### src/rtl/branch_predict_ctrl.sv
// branch_predict_ctrl: 2-bit BHT prediction with mispredict flush/redirect FSM; define BP_STATS_EN for branch/mispredict counters
module branch_predict_ctrl #(
   parameter int BHT_ENTRIES  = 16,
   parameter int FLUSH_CYCLES = 2
) (
   input  logic        clk,
   input  logic        rst,
   input  logic        if_valid,
   input  logic [31:0] if_pc,
   output logic        pred_taken,
   input  logic        ex_valid,
   input  logic        ex_is_branch,
   input  logic [31:0] ex_pc,
   input  logic        ex_pred_taken,
   input  logic        ex_branch_taken,
   input  logic [31:0] ex_target,
   output logic        flush,
   output logic        redirect_valid,
   output logic [31:0] redirect_pc,
   output logic        busy,
   output logic [31:0] stat_branches,
   output logic [31:0] stat_mispredicts
);
   localparam int IDX_W = $clog2(BHT_ENTRIES);
   typedef enum logic {IDLE, FLUSH} state_t;
   state_t state, state_nxt;
   logic [2:0] cnt, cnt_nxt;
   logic [1:0] bht [BHT_ENTRIES];
   logic [IDX_W-1:0] if_idx, ex_idx;
   logic resolve, mispredict, flush_nxt, redirect_valid_nxt;
   logic [31:0] redirect_pc_nxt;
   logic unused_pc;
   assign if_idx = if_pc[IDX_W+1:2];
   assign ex_idx = ex_pc[IDX_W+1:2];
   assign unused_pc = ^{if_pc[31:IDX_W+2], if_pc[1:0]};
   assign resolve = ex_valid & ex_is_branch & (state == IDLE);
   assign mispredict = resolve & (ex_branch_taken != ex_pred_taken);
   assign pred_taken = if_valid & bht[if_idx][1];
   assign busy = (state == FLUSH);
   always_ff @(posedge clk) begin
      if (rst) begin
         for (int i = 0; i < BHT_ENTRIES; i++) bht[i] <= 2'b01;
      end else if (resolve) begin
         bht[ex_idx] <= ex_branch_taken ? (bht[ex_idx] == 2'b11 ? 2'b11 : bht[ex_idx] + 2'd1)
                                        : (bht[ex_idx] == 2'b00 ? 2'b00 : bht[ex_idx] - 2'd1);
      end
   end
   always_ff @(posedge clk) begin
      if (rst) begin
         state          <= IDLE;
         cnt            <= '0;
         flush          <= 1'b0;
         redirect_valid <= 1'b0;
         redirect_pc    <= '0;
      end else begin
         state          <= state_nxt;
         cnt            <= cnt_nxt;
         flush          <= flush_nxt;
         redirect_valid <= redirect_valid_nxt;
         redirect_pc    <= redirect_pc_nxt;
      end
   end
   // cnt is reloaded every IDLE cycle, so its value only matters inside FLUSH
   always_comb begin
      state_nxt = (state == IDLE) ? (mispredict ? FLUSH : IDLE) : (cnt == 3'd0 ? IDLE : FLUSH);
      cnt_nxt   = (state == IDLE) ? 3'(FLUSH_CYCLES - 1) : cnt - 3'd1;
   end
   always_comb begin
      flush_nxt          = (state_nxt == FLUSH);
      redirect_valid_nxt = mispredict;
      redirect_pc_nxt    = mispredict ? (ex_branch_taken ? ex_target : ex_pc + 32'd4) : redirect_pc;
   end
`ifdef BP_STATS_EN
   always_ff @(posedge clk) begin
      if (rst) begin
         stat_branches    <= '0;
         stat_mispredicts <= '0;
      end else begin
         if (resolve && stat_branches != '1) stat_branches <= stat_branches + 32'd1;
         if (mispredict && stat_mispredicts != '1) stat_mispredicts <= stat_mispredicts + 32'd1;
      end
   end
`else
   assign stat_branches    = '0;
   assign stat_mispredicts = '0;
`endif
endmodule

### config.mk
export PLATFORM = sky130hd
export DESIGN_NAME = branch_predict_ctrl
export DESIGN_NICKNAME = d
export VERILOG_FILES = /design/src/rtl/branch_predict_ctrl.sv
export SDC_FILE = /design/constraint.sdc
export NUM_CORES = 1
export LEC_CHECK = 0
export ABC_AREA = 0
export BUFFER_PORTS_ARGS = -buffer_cell sky130_fd_sc_hd__buf_2
export CAP_MARGIN = 20
export CORE_ASPECT_RATIO = 0.5
export CORE_MARGIN = 3
export CORE_UTILIZATION = 40
export CTS_CLUSTER_DIAMETER = 30
export DETAILED_ROUTE_END_ITERATION = 8
export HOLD_SLACK_MARGIN = 0.1
export PLACE_DENSITY = 0.76
export SYNTH_ARGS = -nofsm -noshare
export SYNTH_HDL_FRONTEND = slang
export SYNTH_SLANG_ARGS = --single-unit
### constraint.sdc
create_clock -name clk -period 2.9 [get_ports clk]
set_clock_uncertainty 0.05 [all_clocks]
set_input_delay 0.435 -clock clk [delete_from_list [all_inputs] [get_ports clk]]
set_output_delay 0.435 -clock clk [all_outputs]
set_load 0.05 [all_outputs]
Yosys cells after proc, flatten, opt, wreduce, memory -nomap -nowiden --
Memories as Yosys holds them, arrays and structs flattened. Cells that the tools add are included.
Storage, ports and cells: bits in registers 37, latch bits 0, RAM bits 32, bits in read-only memories 0, input bits 103, output and inout port bits 100, logic and storage cells 37, memories kept 1
Memories:
- bht | depth 16, width 2, read ports 2, clocked after Yosys merged registers in 0, write ports 16, RTL line 28 | logic [1:0] bht [BHT_ENTRIES];
Cells by class: add/sub/neg operators 4, multipliers 0, divide/modulo/power cells 0, magnitude comparators 0, equal/unequal tests 2, shifts and indexed selects 0, multiplexer cells 16, bitwise operators 5, reductions and logical operators 4
Operator list (count):
- adder 32 x 3 -> 32 bit, second input constant | 1
- 2-to-1 mux 32 bit | 1
- 2-to-1 mux 1 bit | 10
- 2-to-1 mux 2 bit | 4
- bitwise AND 1 bit | 4
- 2-to-1 mux 4 bit | 1
- OR reduction 2 bit | 2
- logical NOT 3 bit | 1
- subtractor 3 x 1 -> 3 bit, second input constant | 1
- adder 2 x 1 -> 2 bit, second input constant | 1
- equality test 2 bit, second input constant | 1
- logical NOT 2 bit | 1
- subtractor 2 x 1 -> 2 bit, second input constant | 1
- != test 1 bit | 1
- NOT 1 bit | 1

Longest topological paths before layout --
Gate-level depths: netlist of run 1.
word-level depth 7, depth in mapped cells 8, depth with buffers taken out 6

Worst setup path after synthesis of run 1 --
Ideal clock, no wire load.
path kind input-to-output, from input if_pc[2], to output pred_taken, data arrival time 1.678 ns, data required time 2.415 ns, setup slack 0.737 ns, stages 3, path buffers 0, cell sequence mux4_2 mux4_2 and2_1
On the way: cells in the longest elaborated chain, start to end 2
RTL lines:
- start: declaration | RTL line 9 | input logic [31:0] if_pc,
- memory read (16 x 2 bit)
- bitwise AND 1 bit | RTL line 38 | assign pred_taken = if_valid & bht[if_idx][1];
- end: declaration | RTL line 10 | output logic pred_taken,
No other way between the ends.

==> flow_summary.json, run 1 <==
{
  "die-height_um": 80.8,
  "finish.utilization_pct": 49.5,
  "synth_enable_flop_cells": 32,
  "max_cap_violations": 0,
  "source_of_the_worst_hold_timing_path": "ex_target[18]",
  "r2r_slack_ns": 0.83,
  "numCtsBuffers": 9,
  "post-synth-top-area-cell": "edfxtp_1",
  "outcome": "finished, final reports clean",
  "nNetsFinal": 705,
  "layout-drive-gt1-share_pct": 27.1,
  "max_slew_margin_pct": 49.9,
  "cts.path.max_buffers": 2,
  "sequential_fraction_of_the_synthesis_area_pct": 38.0,
  "avgRoutedWirePerCell_um": 16.1,
  "critPathCaptureType": "output port",
  "post_synth_main_area_contributors": "edfxtp_1 21%, dfxtp_1 17%, buf_4 11%, nand2_1 6.0%, mux4_2 4.5%",
  "synth-async-reset-ratio_pct": 0,
  "cts_root_buf": "clkbuf_16",
  "r2r-end": "bht[15][1]",
  "pleak_nw": 2.19,
  "power_frac_seq_pct": 37.9,
  "hold_path_class": "in -> reg",
  "worst_setup_path_start_kind": "flip-flop",
  "count_of_buffers_from_port_buffering": 110,
  "number_of_register_bits_inferred_by_synthesis": 69,
  "drc_errors": 0,
  "synthesis.yosys.warnings": 0,
  "ctsResizeCount": 0,
  "floorplan.core_area_um2": 10500,
  "global_route.overflow_total": 0,
  "timing.final.crit_period_ns": 2.66,
  "finalMaxSlewViolations": 0,
  "clk_pin_slew_ns": 0.05,
  "num_vias": 3839,
  "worstSkewPairLatency_ns": 0.34,
  "area_overhead_of_the_layout_relative_to_synthesis_pct": 16.5,
  "place.gp.congestion": 0.823,
  "ir_worst_vdd_mv": 0.281,
  "pin_count": 203,
  "fill_cells": 1004,
  "tns_ns": 0,
  "start_util_pct": 42.5,
  "synth.top_cell.area_share_pct": 21.4,
  "netlist_top_cells_count": "72 x nand2_1, 65 x buf_4, 37 x dfxtp_1",
  "clockPowerShare_pct": 40.4,
  "post-route-period-util_pct": 91.8,
  "power_switching_share_pct": 31.4,
  "syn-cell-area_um2": 4480,
  "antenna_cells": 0,
  "number_of_antenna_violations_at_the_first_check_in_global_routing": 0,
  "synth_flop_cell": "dfxtp_1",
  "worst_ep_required_time_ns": 2.41,
  "tightestPinTransition_ns": 0.749,
  "grt_setup_unrepaired": "no",
  "first_global_vias": 3678,
  "hpwlAfterDp_um": 8940,
  "htreeDepth": 3,
  "power_per_cell_area_nw_per_um2": 540,
  "die-width_um": 156,
  "worstPathArrival_ns": 2.18,
  "p_switching_mw": 0.884,
  "synth.most_common_cell": "nand2_1",
  "yosys.cell_types.count": 47,
  "maxClockFrequency_mhz": 376,
  "criticalPathCategory": "reg -> out",
  "postPlaceCellArea_um2": 4910,
  "first_pass_grt_wire_length_um": 18500,
  "setup_violations": 0,
  "worst-r2r-cell-count": 5,
  "placement_rows": 26,
  "track_usage_pct": 18.6,
  "clock-sinks": 69,
  "dp.cells": 725,
  "synth.avg_cell_area_um2": 9.11,
  "p_int_mw": 1.93,
  "timing.rr.start": "bht[9][1]",
  "drt-initial-drc-count": 279,
  "largest_net_degree_at_the_start_of_global_routing": 32,
  "detail_route.first_pass.iterations": 4,
  "layout.cell_area.non_filler_um2": 5220,
  "total_wire_length_after_detailed_routing_um": 11900,
  "final_hold_viol_count": 0,
  "report.power.total_mw": 2.82,
  "postCtsSetupBuffers": 0,
  "hold_buffers": 0,
  "post_layout_nonfiller_instances": 741,
  "min_to": "redirect_pc[18]",
  "viasPerCell": 5.18,
  "postRouteAntennaNets": 0,
  "fp.dieArea_um2": 12600,
  "netlist_instances": 492,
  "power.combinational.fraction_pct": 21.7,
  "hold_path_depth": 3,
  "cts_tree": "built",
  "path_max_fanout": 2
}
==> placed cells by master, fill, tap and decap left out, types with 4 or more instances in the layout <==
cell type	count
inv_1	13
and3_1	11
clkbuf_16	9
conb_1	64
o21ai_0	12
nand2_1	72
nor2_2	10
mux4_1	4
nor2_1	25
mux2i_1	5
a21oi_1	19
buf_2	110
buf_4	13
nand3_1	25
a211oi_1	4
o22ai_1	9
nor4_1	6
ha_1	6
a221oi_1	6
xnor2_1	10
nor3_1	8
and2_1	6
mux4_2	9
dfxtp_1	37
xor2_1	18
edfxtp_1	32
clkinv_1	5
nand4_1	18
==> stage by stage <==
| step | setup WS [ns] | hold WS, ns |
|---|---|---|
| 2_1_floorplan | 0.737 | 0.358 |
| 3_3_place_gp | 0.332 | 0.369 |
| 3_5_place_dp | 0.316 | 0.376 |
| 4_1_cts | 0.256 | 0.303 |
| 5_1_grt | 0.206 | 0.331 |
| 6_report | 0.239 | 0.308 |
==> how the worst max path moves through the flow <==
stage	depth (start not counted)	endpoint	slack, ns	startpoint
global route	4	pred_taken	0.21	bht[15][1]
finish	4	pred_taken	0.24	bht[15][1]
global placement	7	redirect_pc[26]	0.33	ex_pc[2]
CTS	4	pred_taken	0.26	bht[15][1]
floorplan	3	pred_taken	0.74	if_pc[2]
detailed placement	7	redirect_pc[26]	0.32	ex_pc[2]
==> power groups by stage <==
stage	logic [mW]	clock network [mW]	registers (mW)
after CTS	0.606	1.15	1.07
after detailed placement	0.604	0	1.09
final	0.611	1.14	1.07
after global placement	0.594	0	1.09
after floorplan	0.458	0	1.16
after global routing	0.651	1.19	1.07
==> worst max-delay path: stages, from the launching register on <==
cell	delay, ns
edfxtp_1	0.45
mux4_2	0.53
mux4_2	0.48
and2_1	0.17
buf_2	0.21
==> cell type report <==
cell class	count	area, um^2	share of cell area [%]
clock buffer	9	225	4.31
tap	140	175	3.36
inverter	14	52.6	1.01
multi-input combinational	379	2340	44.8
timing repair buffer	123	648	12.4
sequential	69	1700	32.6
clock inverter	7	80.1	1.53
==> cells by family after synthesis <==
family | after synthesis | share of synthesized area, %
and+or+nand+nor | 195 | 21.6
AOI/OAI and AO/OA | 66 | 9.44
muxes | 18 | 7.99
other | 1 | 0.0837
DFF | 69 | 38.0
buffers and inverters | 107 | 15.2
xor gates and xnor gates | 28 | 5.47
adders and majority gates | 8 | 2.29
==> state kept, by name (all words and copies together) (netlist names) <==
signal and flops:
bht 32, redirect_pc 32, cnt 3, busy 1, redirect_valid 1
==> per-layer routing <==
layer / vias up / track usage, % / part of all wire (%)
met5: - / 0 / 0
met4: 0 / 5.59 / 1.8
met3: 20 / 4.47 / 9.9
met2: 194 / 33.8 / 50
met1: 1804 / 22.1 / 38
li1: 1821 / - / -
Note: power is estimated with default switching activity, not from simulation.
==> run 2: changes to the inputs <==
Settings changed: BUFFER_PORTS_ARGS -buffer_cell sky130_fd_sc_hd__buf_2 to -buffer_cell sky130_fd_sc_hd__buf_4.
==> flow_summary.json, run 2 (same netlist as run 1, synthesis figures left out) <==
{
  "outcome": "finished, final reports clean",
  "fp.dieArea_um2": 12600,
  "tns_ns": 0,
  "worstSkewPairLatency_ns": 0.33,
  "critical_path.cell_chain": "mux4_2 -> mux4_2 -> and2_1 -> buf_4",
  "r2r-end": "bht[0][0]",
  "path_max_fanout": 2,
  "post-route-period-util_pct": 88.8,
  "power_per_cell_area_nw_per_um2": 507,
  "pleak_nw": 2.23,
  "largest_net_degree_at_the_start_of_global_routing": 35,
  "postRouteAntennaNets": 0,
  "floorplan.core_area_um2": 10500,
  "source_of_the_worst_hold_timing_path": "ex_target[18]",
  "min_to": "redirect_pc[18]",
  "grt_setup_unrepaired": "no",
  "fill_cells": 961,
  "total_wire_length_after_detailed_routing_um": 11600,
  "start_util_pct": 42.5,
  "critical-path-top-delay-family": "multiplexers",
  "setup_violations": 0,
  "global_route.overflow_total": 0,
  "most-common-layout-cells": "120 x buf_4, 72 x nand2_1, 64 x conb_1",
  "layout.cell_area.non_filler_um2": 5450,
  "dp.cells": 722,
  "maxClockFrequency_mhz": 388,
  "clk_pin_slew_ns": 0.05,
  "hold_path_class": "in -> reg",
  "crit_buf_inv": 1,
  "track_usage_pct": 18.3,
  "clock-sinks": 69,
  "first_pass_grt_wire_length_um": 18000,
  "drt-initial-drc-count": 302,
  "place.gp.congestion": 0.822,
  "criticalPathCategory": "reg -> out",
  "cts.path.max_buffers": 2,
  "cts_tree": "built",
  "max_stage_delay_ns": 0.51,
  "hold_path_depth": 3,
  "die-height_um": 80.8,
  "die-width_um": 156,
  "postPlaceCellArea_um2": 5170,
  "timing.rr.start": "bht[3][1]",
  "biggest_regs": "bht (32), redirect_pc (32), cnt (3)",
  "worst-r2r-cell-count": 5,
  "placement_rows": 26,
  "worst_setup_path_start_kind": "flip-flop",
  "area_overhead_of_the_layout_relative_to_synthesis_pct": 21.6,
  "antenna_cells": 0,
  "detail_route.first_pass.iterations": 4,
  "viasPerCell": 5.15,
  "layout-drive-gt1-share_pct": 27.1,
  "cpMaxStageDelayCell": "mux4_2",
  "place_ws_ns": 0.462,
  "count_of_buffers_from_port_buffering": 110,
  "postCtsSetupBuffers": 0,
  "hold_slack_ns": 0.309,
  "final_critical_path_setup_slack_ns": 0.324,
  "nNetsFinal": 702,
  "timing.final.crit_period_ns": 2.58,
  "numCtsBuffers": 9,
  "worstPathArrival_ns": 2.09,
  "post_layout_nonfiller_instances": 738,
  "hpwlAfterDp_um": 8700,
  "ir_worst_vdd_mv": 0.305,
  "number_of_antenna_violations_at_the_first_check_in_global_routing": 0,
  "cts_root_buf": "clkbuf_16",
  "worst_ep_required_time_ns": 2.41,
  "cpMostUsedCell": "mux4_2",
  "layout_commonest_cell": "buf_4",
  "max_cap_violations": 0,
  "first_global_vias": 3637,
  "pin_count": 203,
  "hold_buffers": 0,
  "final_hold_viol_count": 0,
  "ctsResizeCount": 0,
  "finalMaxSlewViolations": 0,
  "drc_errors": 0,
  "r2r_slack_ns": 0.80,
  "avgRoutedWirePerCell_um": 15.7,
  "tightestPinTransition_ns": 0.871,
  "max_slew_margin_pct": 41.8,
  "critPathCaptureType": "output port",
  "htreeDepth": 3,
  "num_vias": 3803
}
-- run 2: worst max path at each step --
stage / start / to / slack (ns) / depth (start not counted)
after floorplan: if_pc[2] / pred_taken / 0.74 / 3
after global placement: ex_pc[2] / redirect_pc[26] / 0.48 / 7
after detailed placement: ex_pc[2] / bht[1][0] / 0.46 / 6
after CTS: bht[15][1] / pred_taken / 0.31 / 4
after global routing: bht[15][1] / pred_taken / 0.26 / 4
final: bht[15][1] / pred_taken / 0.32 / 4
-- run 2: layout make-up --
type                       instances  area, um^2  area share [%]
inverter                          14        52.6           0.964
timing repair buffer             120         901            16.5
clock inverter                     6        53.8           0.987
tap                              140         175            3.21
sequential                        69        1700            31.2
clock buffer                      10         229            4.20
multi-input combinational        379        2340            42.9
-- run 2: per-stage QoR --
step,utilization [%],total power [mW]
after floorplan,-,1.62
after global placement,49.0,1.72
after detailed placement,49.0,1.73
after CTS,51.7,2.78
after global routing,51.7,2.88
final,51.7,2.76
-- run 2: power breakdown --
| part | total, mW | switching, mW | leakage, nW | internal, mW |
|---|---|---|---|---|
| logic | 0.645 | 0.460 | 1.51 | 0.185 |
| clock network | 1.05 | 0.395 | 0.143 | 0.656 |
| registers | 1.07 | 0.0187 | 0.578 | 1.05 |
-- run 2: worst min-delay path: cells and delay by family --
family / cells / cell delay (ns)
buf+inv: 1 / 0.08
simple gates: 1 / 0.07
compound gates: 1 / 0.07
-- run 2: routing by layer --
metal	vias up	GRT usage (%)	part of all wire [%]
met3	16	6.01	9.1
li1	1820	-	-
met1	1806	21.6	41
met4	0	6.29	1.4
met2	161	31.9	49
met5	-	0	0
==> run 3: changes to the inputs <==
Settings changed: CORE_UTILIZATION 40 to 35, PLACE_DENSITY 0.76 to 0.69.
==> flow_summary.json, run 3 (same netlist as run 1, synthesis figures left out) <==
{
  "fp.dieArea_um2": 14300,
  "largest_net_degree_at_the_start_of_global_routing": 33,
  "final_hold_viol_count": 0,
  "pleak_nw": 2.22,
  "cts.path.max_buffers": 2,
  "power_per_cell_area_nw_per_um2": 495,
  "critPathCaptureType": "output port",
  "clock-sinks": 69,
  "place_ws_ns": 0.431,
  "final_critical_path_setup_slack_ns": 0.323,
  "post_layout_nonfiller_instances": 763,
  "fill_cells": 1168,
  "layout-drive-gt1-share_pct": 26.6,
  "post-route-period-util_pct": 88.9,
  "met2_usage_pct": 28.6,
  "postPlaceCellArea_um2": 5200,
  "area_used_by_multi_input_combinational_logic_um2": 2340,
  "total_wire_length_after_detailed_routing_um": 12100,
  "die-height_um": 86.0,
  "timing.final.crit_period_ns": 2.58,
  "antenna_cells": 0,
  "biggest_regs": "bht (32), redirect_pc (32), cnt (3)",
  "cts_root_buf": "clkbuf_16",
  "postCtsSetupBuffers": 0,
  "start_util_pct": 36.9,
  "r2r-end": "bht[1][0]",
  "dp.cells": 747,
  "tns_ns": 0,
  "place.gp.congestion": 0.830,
  "grt.met1_usage_pct": 20.4,
  "finalMaxSlewViolations": 0,
  "first_pass_grt_wire_length_um": 18900,
  "ctsResizeCount": 0,
  "max_cap_violations": 0,
  "drc_errors": 0,
  "cts_tree": "built",
  "grt_setup_unrepaired": "no",
  "number_of_antenna_violations_at_the_first_check_in_global_routing": 0,
  "outcome": "finished, final reports clean",
  "hpwlAfterDp_um": 9000,
  "worstSetupStartpoint": "bht[12][1]",
  "num_vias": 3873,
  "hold_slack_ns": 0.320,
  "track_usage_pct": 16.6,
  "area.sequential_um2": 1700,
  "criticalPathCategory": "reg -> out",
  "die-width_um": 166,
  "worst_setup_path_start_kind": "flip-flop",
  "pin_count": 203,
  "numCtsBuffers": 9,
  "global_route.overflow_total": 0,
  "worst_ep_required_time_ns": 2.41,
  "area_overhead_of_the_layout_relative_to_synthesis_pct": 21.9,
  "layout.cell_area.non_filler_um2": 5460,
  "hold_path_class": "in -> reg",
  "worstSkewPairLatency_ns": 0.33,
  "tightestPinTransition_ns": 0.611,
  "maxClockFrequency_mhz": 388,
  "first_global_vias": 3713,
  "r2r_slack_ns": 0.83,
  "worstPathArrival_ns": 2.09,
  "grt.busiest_layer": "met2",
  "met3_usage_pct": 4.51,
  "detail_route.first_pass.iterations": 5,
  "ir_worst_vdd_mv": 0.298,
  "clk_pin_slew_ns": 0.05,
  "nNetsFinal": 702,
  "placement_rows": 28,
  "most-common-layout-cells": "120 x buf_4, 72 x nand2_1, 64 x conb_1",
  "drt-initial-drc-count": 344,
  "setup.worst_path.end": "pred_taken",
  "avgRoutedWirePerCell_um": 15.8,
  "worst-r2r-cell-count": 5,
  "path_max_fanout": 2,
  "timing.rr.start": "bht[3][1]",
  "max_slew_margin_pct": 59.0,
  "setup_violations": 0,
  "floorplan.core_area_um2": 12200,
  "postRouteAntennaNets": 0,
  "count_of_buffers_from_port_buffering": 110,
  "htreeDepth": 3,
  "viasPerCell": 5.08,
  "hold_buffers": 0,
  "layout_commonest_cell": "buf_4"
}
[run 3: layout make-up]
type                       instances  area share [%]
inverter                          14           0.962
multi-input combinational        379            42.8
tap                              165            3.78
clock buffer                      13            4.58
clock inverter                     3           0.229
timing repair buffer             120            16.5
sequential                        69            31.2
[run 3: worst min path at each step]
| stage | start | to | slack [ns] | cells after the start |
|---|---|---|---|---|
| after floorplan | cnt[0] | cnt[0] | 0.36 | 1 |
| after global placement | cnt[0] | cnt[0] | 0.37 | 1 |
| after detailed placement | cnt[0] | cnt[0] | 0.37 | 1 |
| after CTS | ex_target[18] | redirect_pc[18] | 0.32 | 3 |
| after global routing | ex_target[18] | redirect_pc[18] | 0.35 | 3 |
| final | ex_target[18] | redirect_pc[18] | 0.32 | 3 |
[run 3: per-stage QoR]
step / util [%] / power [mW]
after floorplan: - / 1.62
after global placement: 42.8 / 1.72
after detailed placement: 42.8 / 1.73
after CTS: 44.9 / 2.72
after global routing: 44.9 / 2.80
final: 44.9 / 2.70
[run 3: critical path, stage by stage, from the launching register on]
cell and delay, ns:
edfxtp_1 0.44, mux4_2 0.51, mux4_2 0.46, and2_1 0.16
buf_4 0.18
[run 3: per-layer routing]
| layer | wire length (um) | vias to the layer above | part of all wire (%) |
|---|---|---|---|
| li1 | - | 1825 | - |
| met1 | 5130 | 1854 | 43 |
| met2 | 5760 | 172 | 48 |
| met3 | 977 | 22 | 8.1 |
| met4 | 211 | 0 | 1.7 |
| met5 | 0 | - | 0 |
[run 3: power breakdown]
group	internal [mW]	leakage, nW	switching, mW
clock network	0.595	0.129	0.391
logic	0.185	1.51	0.463
registers	1.05	0.578	0.0187
